## src/rtl/blood_alarm_pkg.sv

```systemverilog
// -----------------------------------------------------------------------------
// blood_alarm_pkg
// Shared types and helpers for the blood alarm controller:
//   state_e   - controller FSM state (NORMAL=0, SUSPECT=1, ALARM=2, HOLDOFF=3)
//   PH_W      - width of the pH code
//   TYPE_W    - width of the blood type code
//   sat_inc() - saturating increment for a counter of up to 32 bits
// -----------------------------------------------------------------------------
package blood_alarm_pkg;

    typedef enum logic [1:0] {
        NORMAL  = 2'd0,
        SUSPECT = 2'd1,
        ALARM   = 2'd2,
        HOLDOFF = 2'd3
    } state_e;

    localparam int unsigned PH_W   = 4;
    localparam int unsigned TYPE_W = 3;

    // Increment v, holding at the all-ones value of a w-bit counter.
    function automatic logic [31:0] sat_inc(input logic [31:0] v, input int unsigned w);
        logic [31:0] max_v;
        max_v = (w >= 32) ? '1 : ((32'd1 << w) - 32'd1);
        return (v >= max_v) ? v : (v + 32'd1);
    endfunction

endpackage

```

## src/rtl/blood_alarm_controller_streak.sv

```systemverilog
// -----------------------------------------------------------------------------
// sample_streak_counter
// Counts consecutive qualifying samples. Clear has priority over increment.
// Ports:
//   clk, rst_n - clock, asynchronous active-low reset
//   clr        - return count to zero
//   inc        - count one more qualifying sample
//   cmp_val    - terminal value
//   hit        - this increment brings the count to cmp_val
// -----------------------------------------------------------------------------
module sample_streak_counter #(
    parameter int unsigned W = 4
) (
    input  logic         clk,
    input  logic         rst_n,
    input  logic         clr,
    input  logic         inc,
    input  logic [W-1:0] cmp_val,
    output logic         hit
);

    logic [W-1:0] count_q;
    logic [W-1:0] count_d;

    always_comb begin
        count_d = count_q;
        if (clr) begin
            count_d = '0;
        end else if (inc) begin
            count_d = count_q + W'(1);
        end
    end

    // Flag is raised by the increment itself so the owner can act on the
    // same edge that would store the terminal value.
    assign hit = inc && ((count_q + W'(1)) == cmp_val);

    always_ff @(posedge clk or negedge rst_n) begin
        if (!rst_n) begin
            count_q <= '0;
        end else begin
            count_q <= count_d;
        end
    end

endmodule

```

## src/rtl/blood_alarm_controller.sv

```systemverilog
// -----------------------------------------------------------------------------
// blood_alarm_controller
// Confirms a blood fault after CONFIRM_COUNT consecutive abnormal valid
// samples, raises a latched alarm with the confirming sample's pH/type, holds
// it until acknowledged and then ignores input for HOLDOFF_CYCLES cycles.
// Optional: define BLOOD_ALARM_AUTOCLEAR_EN to also clear the alarm after
// AUTOCLEAR_SAMPLES consecutive valid normal samples.
// Ports:
//   clk, rst_n         - clock, asynchronous active-low reset
//   sample_valid       - new sample strobe
//   blood_abnormality  - abnormality flag of the sample
//   blood_ph/type      - sample pH and type codes
//   alarm_ack          - operator acknowledge (level)
//   alarm              - latched alarm
//   alarm_ph/type      - captured pH/type of the confirming sample
//   event_count        - saturating count of alarms raised
//   state              - FSM state encoding (debug)
// -----------------------------------------------------------------------------
module blood_alarm_controller
    import blood_alarm_pkg::*;
#(
    parameter int unsigned CONFIRM_COUNT     = 3,
    parameter int unsigned HOLDOFF_CYCLES    = 16,
    parameter int unsigned EVT_W             = 8,
    parameter int unsigned AUTOCLEAR_SAMPLES = 8
) (
    input  logic              clk,
    input  logic              rst_n,
    input  logic              sample_valid,
    input  logic              blood_abnormality,
    input  logic [PH_W-1:0]   blood_ph,
    input  logic [TYPE_W-1:0] blood_type,
    input  logic              alarm_ack,
    output logic              alarm,
    output logic [PH_W-1:0]   alarm_ph,
    output logic [TYPE_W-1:0] alarm_type,
    output logic [EVT_W-1:0]  event_count,
    output logic [1:0]        state
);

    localparam int unsigned HO_W = (HOLDOFF_CYCLES > 1) ? $clog2(HOLDOFF_CYCLES) : 1;
    localparam logic [HO_W-1:0] HO_LOAD = HO_W'(HOLDOFF_CYCLES - 1);

    state_e            state_q, state_d;
    logic [HO_W-1:0]   hold_q, hold_d;
    logic              alarm_q, alarm_d;
    logic [PH_W-1:0]   alarm_ph_q, alarm_ph_d;
    logic [TYPE_W-1:0] alarm_type_q, alarm_type_d;
    logic [EVT_W-1:0]  event_count_q, event_count_d;

    logic sample_abn, sample_norm, watching;
    logic streak_inc, streak_clr, confirm;
    logic autoclear;

    assign sample_abn  = sample_valid & blood_abnormality;
    assign sample_norm = sample_valid & ~blood_abnormality;
    assign watching    = (state_q == NORMAL) || (state_q == SUSPECT);

    // Abnormal streak; a hit is the confirming sample (covers CONFIRM_COUNT==1
    // straight from NORMAL).
    assign streak_inc = watching & sample_abn;
    assign streak_clr = (watching & sample_norm) | confirm;

    sample_streak_counter #(
        .W(4)
    ) u_abn_streak (
        .clk     (clk),
        .rst_n   (rst_n),
        .clr     (streak_clr),
        .inc     (streak_inc),
        .cmp_val (4'(CONFIRM_COUNT)),
        .hit     (confirm)
    );

`ifdef BLOOD_ALARM_AUTOCLEAR_EN
    localparam int unsigned AC_W = $clog2(AUTOCLEAR_SAMPLES + 1);

    logic ac_inc, ac_clr;

    assign ac_inc = (state_q == ALARM) & sample_norm;
    assign ac_clr = (state_q != ALARM) | sample_abn;

    sample_streak_counter #(
        .W(AC_W)
    ) u_autoclear_streak (
        .clk     (clk),
        .rst_n   (rst_n),
        .clr     (ac_clr),
        .inc     (ac_inc),
        .cmp_val (AC_W'(AUTOCLEAR_SAMPLES)),
        .hit     (autoclear)
    );
`else
    assign autoclear = 1'b0;
`endif

    // State register
    always_ff @(posedge clk or negedge rst_n) begin
        if (!rst_n) begin
            state_q <= NORMAL;
            hold_q  <= '0;
        end else begin
            state_q <= state_d;
            hold_q  <= hold_d;
        end
    end

    // Next-state logic
    always_comb begin
        state_d = state_q;
        hold_d  = hold_q;
        case (state_q)
            NORMAL, SUSPECT: begin
                if (confirm) begin
                    state_d = ALARM;
                end else if (sample_abn) begin
                    state_d = SUSPECT;
                end else if (sample_norm) begin
                    state_d = NORMAL;
                end
            end
            ALARM: begin
                if (alarm_ack || autoclear) begin
                    state_d = HOLDOFF;
                    hold_d  = HO_LOAD;
                end
            end
            HOLDOFF: begin
                if (hold_q == '0) begin
                    state_d = NORMAL;
                end else begin
                    hold_d = hold_q - HO_W'(1);
                end
            end
            default: state_d = NORMAL;
        endcase
    end

    // Output logic (registered below)
    always_comb begin
        alarm_d       = (state_d == ALARM);
        alarm_ph_d    = alarm_ph_q;
        alarm_type_d  = alarm_type_q;
        event_count_d = event_count_q;
        if (confirm) begin
            alarm_ph_d    = blood_ph;
            alarm_type_d  = blood_type;
            event_count_d = EVT_W'(sat_inc(32'(event_count_q), EVT_W));
        end
    end

    always_ff @(posedge clk or negedge rst_n) begin
        if (!rst_n) begin
            alarm_q       <= 1'b0;
            alarm_ph_q    <= '0;
            alarm_type_q  <= '0;
            event_count_q <= '0;
        end else begin
            alarm_q       <= alarm_d;
            alarm_ph_q    <= alarm_ph_d;
            alarm_type_q  <= alarm_type_d;
            event_count_q <= event_count_d;
        end
    end

    assign alarm       = alarm_q;
    assign alarm_ph    = alarm_ph_q;
    assign alarm_type  = alarm_type_q;
    assign event_count = event_count_q;
    assign state       = state_q;

endmodule

```

## config.mk

```make
export PLATFORM = sky130hd
export DESIGN_NAME = blood_alarm_controller
export DESIGN_NICKNAME = d
export VERILOG_FILES = /design/src/rtl/blood_alarm_pkg.sv /design/src/rtl/blood_alarm_controller_streak.sv /design/src/rtl/blood_alarm_controller.sv
export SDC_FILE = /design/constraint.sdc
export NUM_CORES = 1
export LEC_CHECK = 0
export BUFFER_PORTS_ARGS = -buffer_cell sky130_fd_sc_hd__clkbuf_2
export CAP_MARGIN = 20
export CELL_PAD_IN_SITES_DETAIL_PLACEMENT = 1
export CELL_PAD_IN_SITES_GLOBAL_PLACEMENT = 1
export CORE_MARGIN = 4
export CORE_UTILIZATION = 41
export DETAILED_ROUTE_END_ITERATION = 10
export PLACE_DENSITY = 0.82
export SLEW_MARGIN = 20
export SYNTH_ARGS = -nofsm -noshare
export SYNTH_HDL_FRONTEND = slang
export SYNTH_SLANG_ARGS = --single-unit
```

## constraint.sdc

```tcl
create_clock -name clk -period 2.4 [get_ports clk]
set_clock_uncertainty 0.2 [all_clocks]
set_input_delay 0.6 -clock clk [delete_from_list [all_inputs] [get_ports clk]]
set_output_delay 0.6 -clock clk [all_outputs]
set_load 0.02 [all_outputs]
```

Word level (Yosys, flattened, before mapping)

Cells that the tools add are included.

Flip-flop bits (word level): 26
Bits in latches: 0
Memory bits (writable): 0
Memory bits (read-only): 0
Logic and storage cells: 45
Memories kept: 0

$add $sub $neg: 3
Multiply operators: 0
Divide/modulo/power cells: 0
Magnitude comparators: 1
Equal/unequal tests: 7
Shift operators: 0
Mux-type cells: 11
Bitwise gates (word level): 7
Reductions and logical operators: 9

Operator list:

| kind                                                     | count |
|---|---|
| two-way mux 4 bit                                        | 4 |
| two-way mux 2 bit                                        | 5 |
| adder 8 x 1 -> 8 bit, second input constant              | 1 |
| greater-or-equal comparator 8 bit, second input constant | 1 |
| one-hot mux 4 bit (2 select lines)                       | 1 |
| equality test 2 bit, second input constant               | 3 |
| one-hot mux 2 bit (3 select lines)                       | 1 |
| adder 4 x 1 -> 4 bit, second input constant              | 1 |
| AND 1 bit                                                | 4 |
| equality test 4 x 2 -> 1 bit, second input constant      | 1 |
| zero test 4 bit                                          | 1 |
| inequality test 2 bit, second input constant             | 2 |
| nonzero test 2 bit                                       | 2 |
| subtractor 4 x 1 -> 4 bit, second input constant         | 1 |
| AND reduction 3 bit                                      | 1 |
| equality test 2 x 1 -> 1 bit, second input constant      | 1 |
| zero test 2 bit                                          | 1 |
| NOT 1 bit                                                | 2 |
| AND reduction 2 bit                                      | 1 |
| OR reduction 2 bit                                       | 1 |
| logical AND 1 bit                                        | 1 |
| logical OR 1 bit                                         | 1 |
| OR 1 bit                                                 | 1 |

Logic depth before layout (Yosys ltp)

Gate-level depths: netlist (run 1).

Depth after elaboration: 7
Gate-level depth with buffers: 7

Hierarchy

From an unflattened synthesis (run 1), not the netlist that was laid out.

Cells, all modules: 115
Area, all modules: 1310.0 um2

Modules (own cells, without submodules):

| module                 | instances | cells each | area an instance (um2) |
|---|---|---|---|
| blood_alarm_controller | 1         | 91         | 1063.5 |
| sample_streak_counter  | 1         | 24         | 246.5 |

Least setup slack after synthesis (run 1)

Ideal clock, no wire load.

Path kind: register to register
Start: register u_abn_streak.count_q[0]
End: register alarm_ph_q[1] (netlist: alarm_ph[1])
Data arrival time: 1528 ps
Setup slack: 547 ps
Cell stages (with the launch flop): 7
Period minus slack after synthesis: 1853 ps
Cells stage by stage: dfrtp_1 ha_1 xor2_1 nor3_4 nand2_2 buf_6 mux2_4

Word-level cells in the longest chain between the ends: 3

Ends and longest elaborated chain:

| item                         | line                                | source |
|---|---|---|
| start, declared              | blood_alarm_controller_streak.sv:22 | `logic [W-1:0] count_q;` |
| start signal, assigned       | blood_alarm_controller_streak.sv:42 | `count_q <= count_d;` |
| adder 4 x 1 -> 4 bit         | blood_alarm_controller_streak.sv:36 | `assign hit = inc && ((count_q + W'(1)) == cmp_val);` |
| equality test 4 x 2 -> 1 bit | blood_alarm_controller_streak.sv:36 |  |
| logical AND 1 bit            | blood_alarm_controller_streak.sv:36 |  |
| end signal, assigned         | blood_alarm_controller.sv:160       | `alarm_ph_q <= alarm_ph_d;` |
| end, declared                | blood_alarm_controller.sv:47        | `logic [PH_W-1:0] alarm_ph_q, alarm_ph_d;` |

No other way between the ends.
A chain may end at the register's enable or synchronous reset.

Worst setup path after layout (run 1)

Ends and elaborated chain as after synthesis.

==> results of run 1 <==
worst max-delay path by stage:
| stage | to |
|---|---|
| 5_1_grt | alarm_ph[1]$_DFFE_PN0P_ |
| 2_1_floorplan | alarm_ph[1]$_DFFE_PN0P_ |
| 3_5_place_dp | alarm_type[0]$_DFFE_PN0P_ |
| 4_1_cts | alarm_type[0]$_DFFE_PN0P_ |
| 6_report | alarm_ph[1]$_DFFE_PN0P_ |
| 3_3_place_gp | alarm_type[1]$_DFFE_PN0P_ |
cells by family (layout without fill, tap and decap cells):
| logic type | count (synthesis) | in the layout | share of synthesized area (%) |
|---|---|---|---|
| AND/OR/NAND/NOR | 41 | 41 | 18.00 |
| multiplexers | 9 | 9 | 9.143 |
| buffers and inverters | 9 | 39 | 3.176 |
| flip-flops | 26 | 26 | 50.05 |
| XOR/XNOR | 9 | 9 | 6.642 |
| AO/OA/AOI/OAI | 16 | 16 | 9.144 |
| adder cells (fa/ha/maj) | 4 | 4 | 3.850 |
cells in the mapped netlist:
master and n:
a31o_2 1, mux2_2 3, a32o_1 1, o21ai_0 6
nor2_1 10, ha_1 4, xnor2_1 1, a22o_2 2
nand2b_4 1, inv_1 6, mux2i_1 1, dfrtp_1 26
nand4_1 1, nand4b_1 1, a21oi_1 4, nor3_4 1
nor3_2 4, xor2_2 1, xor2_1 7, o211ai_4 1
nand2b_1 1, nand2_1 9, nand3b_1 1, buf_6 1
nand2_2 1, nor3_1 1, nand3_1 8, clkbuf_1 2
mux2_4 5, nor2b_1 2, a22o_1 1
routing by layer:
metal | share of wire (%) | wire length [µm] | global-route usage, % | vias to the layer above
met5 | 0 | 0 | 0 | -
li1 | - | - | - | 452
met2 | 55 | 1507 | 27.96 | 12
met4 | 0.62 | 17 | 4.749 | 0
met3 | 2.6 | 71 | 2.285 | 2
met1 | 42 | 1164 | 19.35 | 479
where the power goes:
part | total (mW) | internal, mW | switching, mW
registers | 0.723 | 0.563 | 0.160
clock network | 0.221 | 0.0926 | 0.128
logic | 0.539 | 0.248 | 0.290
metrics by stage:
stage	hold slack, ns	std cells	util (%)
after floorplan	0.1044	114	-
after global placement	0.2827	184	48.52
after detailed placement	0.2881	184	48.52
after CTS	0.09565	188	49.71
after global routing	0.1008	188	49.71
final	0.07564	188	49.71
worst max-delay path: stages, from the launching register on:
cell and delay, ns:
dfrtp_1 0.46, ha_1 0.26, xor2_1 0.20, nor3_4 0.19, nand2_2 0.25, mux2_4 0.36
cell usage in the layout, fill, tap and decap left out, types with 2 or more instances in the layout:
cell type	count
a21oi_1	4
nand3_1	8
nor2_1	10
nand2_1	9
clkbuf_2	29
mux2_2	3
inv_1	6
dfrtp_1	26
xor2_1	7
mux2_4	5
o21ai_0	6
a22o_2	2
nor2b_1	2
nor3_2	4
ha_1	4
clkbuf_4	3
cell type report:
type,count,area [µm²]
fill,369,1535
sequential,26,650.6
multi-input combinational,79,608.1
timing repair buffer,29,145.1
tap,44,55.05
clock buffer,4,36.28
inverter,6,22.52
registers in the layout, summed over array words and instances, names as in the netlist:
name,cells
state,2
u_abn_streak.count_q,4
alarm,1
alarm_type,3
alarm_ph,4
event_count,8
hold_q,4
==> impl_results.md, run 1 <==
- Root Buffer: clkbuf_4
- Critical Path Start Type: flip-flop
- Final wirelength: 2760 µm
- Total power: 1.482 mW
- Hold Path Class: in2async
- DP Area: between 1000 and 1500 µm²
- Clk_lat worst skew: 0.32 ns
- CTS Hold Buffers Added: 0
- Synth top area share: 50.05%
- Detail Placement HPWL: 2123 µm
- Row count: 20
- Maximum buffer depth of the clock tree: 2
- Fmax: 492.4 MHz
- GRT Total Usage: about 16%
- Setup TNS: 0 ns
- Pleak: 0.7869 nW
- Slew @ Worst Pin: about 0.66 ns
- Slew Viols, Final: 0
- Max-cap violations: 0
- Synth area leaders: dfrtp_1, mux2_4, xor2_1
- Seq/Total Area, Yosys: 50.05%
- Largest area contributor in the netlist: dfrtp_1
- Critical Path Start: u_abn_streak.count_q[0]$_DFFE_PN0P_
- RR Startpoint: u_abn_streak.count_q[0]$_DFFE_PN0P_
- Share of cells above drive strength 1: 36.81%
- CP max FO: 12
- Worst Slack Setup Final: about 0.37 ns
- CTS Sinks: 26
- Clock slew at reported path FFs: 0.15 ns
- Type of the worst setup path: reg2reg
- Worst slack, placed: about 0.35 ns
- YS warnings: 0
- Post-route cell area: 1518 µm²
- Pre-antenna DRT Iters: 4
- Worst r2r dst: alarm_ph[1]$_DFFE_PN0P_
- Post-synthesis cell type count: 31
- Vert. Die Dim: about 64 µm
- Register bit total from synthesis: 26
- Power per cell area: slightly below 1000 nW/µm²
- CTS resizes: 0
- Cell count after synthesis: 114
- Clock buffer count from CTS: 3
- Via count: between 900 and 1000
- Setup Buffers After CTS: 0
- CTS tree: built
- Wire per inst: ~15 µm
- Status: complete, no violations
- First-pass GRT wire length: 5119 µm
- Reg2reg path depth: 5
- Initial DRC Count: 36
- Diode count: 0
- Worst relative slew slack: between 50% and 60%
- Synth-to-layout area growth: 16.75%
- Fin crit share: 84.62%
- # nets final: 161
- Io pins: 30
- Maximum vdd ir drop: 419.0 µV
- Final Wtd Congestion: 0.8078
- Gr ovfl total: 0
- WP data required: 2.42 ns
- Number of global-route vias before repair: 1068
- RSZ-0062 raised after global routing: false
- Die width: 64.31 µm
- Syn_nets: 130
- Final min period: 2.031 ns
- Vias/cell: 5.027
- Worst Path Arrival: 2.06 ns
- Total Die Area: slightly above 4000 µm²
- Syn_area_per_cell: 11.40 µm²
- H-tree levels: 1
- DRT antenna net count: 0
- Hold Fails Final Rpt: 0
- Post-Syn Area: 1300 µm²
- Initial antenna violation count: 0
- PortBufs: 29
- Crit path capture type: flip-flop
- Starting Density: 42.58%
- R2R Setup Slk: around 0.37 ns
- Core area: a little over 3000 µm²
- Residual DRC: 0
- Pin count of the biggest net entering global routing: 27
- Final number of setup-violating endpoints: 0
Power figures use the tool's default switching activity.
==> inputs of run 2 (changes only) <==
Settings changed: CORE_UTILIZATION 41 to 37, PLACE_DENSITY 0.82 to 0.78.
Clock period 2.4 ns to 1.7 ns, I/O delays scaled along.
==> impl_results.md, run 2 (same netlist as run 1, synthesis figures left out) <==
- Vert. Die Dim: 67.28 µm (+4.6%)
- Commonest cells after routing, fill and taps aside: buf_4, dfrtp_1, clkbuf_2
- Clock slew at reported path FFs: 0.16 ns (about the same)
- Status: finished with violations
- Worst Path Arrival: 2.04 ns (-0.02 ns)
- Crit path capture type: flip-flop
- Share of cells above drive strength 1: 52.54% (+16 points)
- Total power: 2.640 mW (+78%)
- WP data required: 1.77 ns (-0.65 ns)
- Non-Filler Instances: 223 (+19%)
- Power per cell area: 1374 nW/µm² (+41%)
- CP max FO: 8 (-4)
- Critical path, cell by cell: ha_2, xor2_2, nor3_4, buf_6, o211ai_4, nor3_2, xor2_1
- Maximum buffer depth of the clock tree: 2 (unchanged)
- Pin count of the biggest net entering global routing: 27 (unchanged)
- Largest register FFs: 8 (unchanged)
- DRT antenna net count: 0 (unchanged)
- Final Wtd Congestion: 0.7247 (-10%)
- Critical Path Start Type: flip-flop
- Maximum vdd ir drop: 638.3 µV (+52%)
- First-pass GRT wire length: 5602 µm (+9.4%)
- WHS: 0.1035 ns (+0.02788 ns)
- Clock buffer count from CTS: 3 (unchanged)
- Commonest non-fill, non-tap cell in the layout: buf_4
- Slew @ Worst Pin: 0.3780 ns (-0.2838 ns)
- Post-route cell area: 1922 µm² (+27%)
- Hold Fails Final Rpt: 0 (unchanged)
- Initial DRC Count: 37 (+2.8%)
- Diode count: 0 (unchanged)
- CTS tree: built
- Fmax: 508.4 MHz (+3.2%)
- Residual DRC: 0 (unchanged)
- PortBufs: 29 (unchanged)
- Fin crit share: 115.7% (+31 points)
- Type of the worst setup path: reg2reg
- Starting Density: 38.65% (-3.9 points)
- Crit-path slowest cell: dfrtp_1
- Worst Slack Setup Final: -0.2669 ns (-0.6361 ns)
- Detail Placement HPWL: 2447 µm (+15%)
- Gr ovfl total: 0 (unchanged)
- Clk_lat worst skew: 0.34 ns (+0.02 ns)
- Max-cap violations: 0 (unchanged)
- CTS Sinks: 26 (unchanged)
- Core area: 3363 µm² (+10%)
- Core Util, Final: 57.14% (+7.4 points)
- # nets final: 194 (+20%)
- Pre-antenna DRT Iters: 4 (unchanged)
- Buf/Inv on CP: 1 (+1)
- Wire per inst: 17.28 µm (+18%)
- Worst slack, placed: -0.2461 ns (-0.5927 ns)
- Pleak: 0.9984 nW (+27%)
- Io pins: 30 (unchanged)
- Placed instance count: 203 (+10%)
- Final wirelength: 3854 µm (+40%)
- Row count: 21 (+5.0%)
- Failing checks: negative setup slack
- H-tree levels: 1 (unchanged)
- Synth-to-layout area growth: 47.83%
- Root Buffer: clkbuf_4
- DP Area: 1637 µm² (+10%)
- Via count: 1093 (+16%)
- Slew Viols, Final: 0 (unchanged)
- Number of global-route vias before repair: 1128 (+5.6%)
- Vias/cell: 4.901 (-2.5%)
- Hold Path Class: in2reg
- Setup TNS: -2.752 ns (-2.752 ns)
- Worst relative slew slack: 74.68% (+19 points)
- Die width: 67.28 µm (+4.6%)
- Final min period: 1.967 ns (-0.06390 ns)
- Delay-heaviest family, CP: flip-flops
- Total Die Area: 4526 µm² (+9.4%)
- Critical path's largest stage delay: 0.45 ns (about the same)
- Initial antenna violation count: 0 (unchanged)
- GRT Total Usage: 16.51% (+0.86 points)
- Final number of setup-violating endpoints: 19 (+19)
- RSZ-0062 raised after global routing: true
## run 2: path summary, 6_finish.rpt
check | start | to | slack (ns) | cells past startpoint
worst max-delay path | u_abn_streak.count_q[1]$_DFFE_PN0P_ | event_count[5]$_DFFE_PN0P_ | -0.27 | 7
worst min-delay path | blood_type[2] | alarm_type[2]$_DFFE_PN0P_ | 0.10 | 2
worst max register to register | u_abn_streak.count_q[1]$_DFFE_PN0P_ | event_count[5]$_DFFE_PN0P_ | -0.27 | 7
worst min register to register | event_count[7]$_DFFE_PN0P_ | event_count[7]$_DFFE_PN0P_ | 0.31 | 1
max in group asynchronous | rst_n | state[0]$_DFF_PN0_ | 0.62 | 3
min in group asynchronous | rst_n | event_count[3]$_DFFE_PN0P_ | 0.39 | 3
## run 2: area by class of cell
class,instances,area (µm²)
Inverter,6,22.52
Tap cell,46,57.56
Clock buffer,3,22.52
Timing Repair Buffer,61,471.7
Fill cell,389,1441
Clock inverter,1,30.03
Multi-Input combinational cell,80,663.1
Sequential cell,26,654.4
## run 2: per-layer routing
metal | wire (µm) | GRT usage (%) | vias up
li1 | - | - | 515
met1 | 1543 | 22.62 | 541
met2 | 2027 | 26.38 | 32
met3 | 208 | 2.995 | 5
met4 | 74 | 5.316 | 0
met5 | 0 | 0 | -
## run 2: what timing repair did
action / in CTS / in global routing
endpoints found under the hold margin: 26 / 0
resized for setup: 8 / 30
setup endpoints to repair: 21 / 28
buffers inserted: 3 / 11
gates cloned: 0 / 1
hold buffers: 1 / 0
pin swaps: 7 / 7
## run 2: worst register-to-register path: stages, from the launching register on
cell	delay, ns
dfrtp_1	0.45
ha_2	0.22
xor2_2	0.17
nor3_4	0.17
buf_6	0.13
o211ai_4	0.13
nor3_2	0.23
xor2_1	0.20
## run 2: report_power, final
part	switching (mW)	leakage [nW]	internal, mW
Sequential	0.193	0.332	0.803
Clock	0.203	0.0279	0.239
Combinational	0.571	0.639	0.631
Total	0.967	0.998	1.67
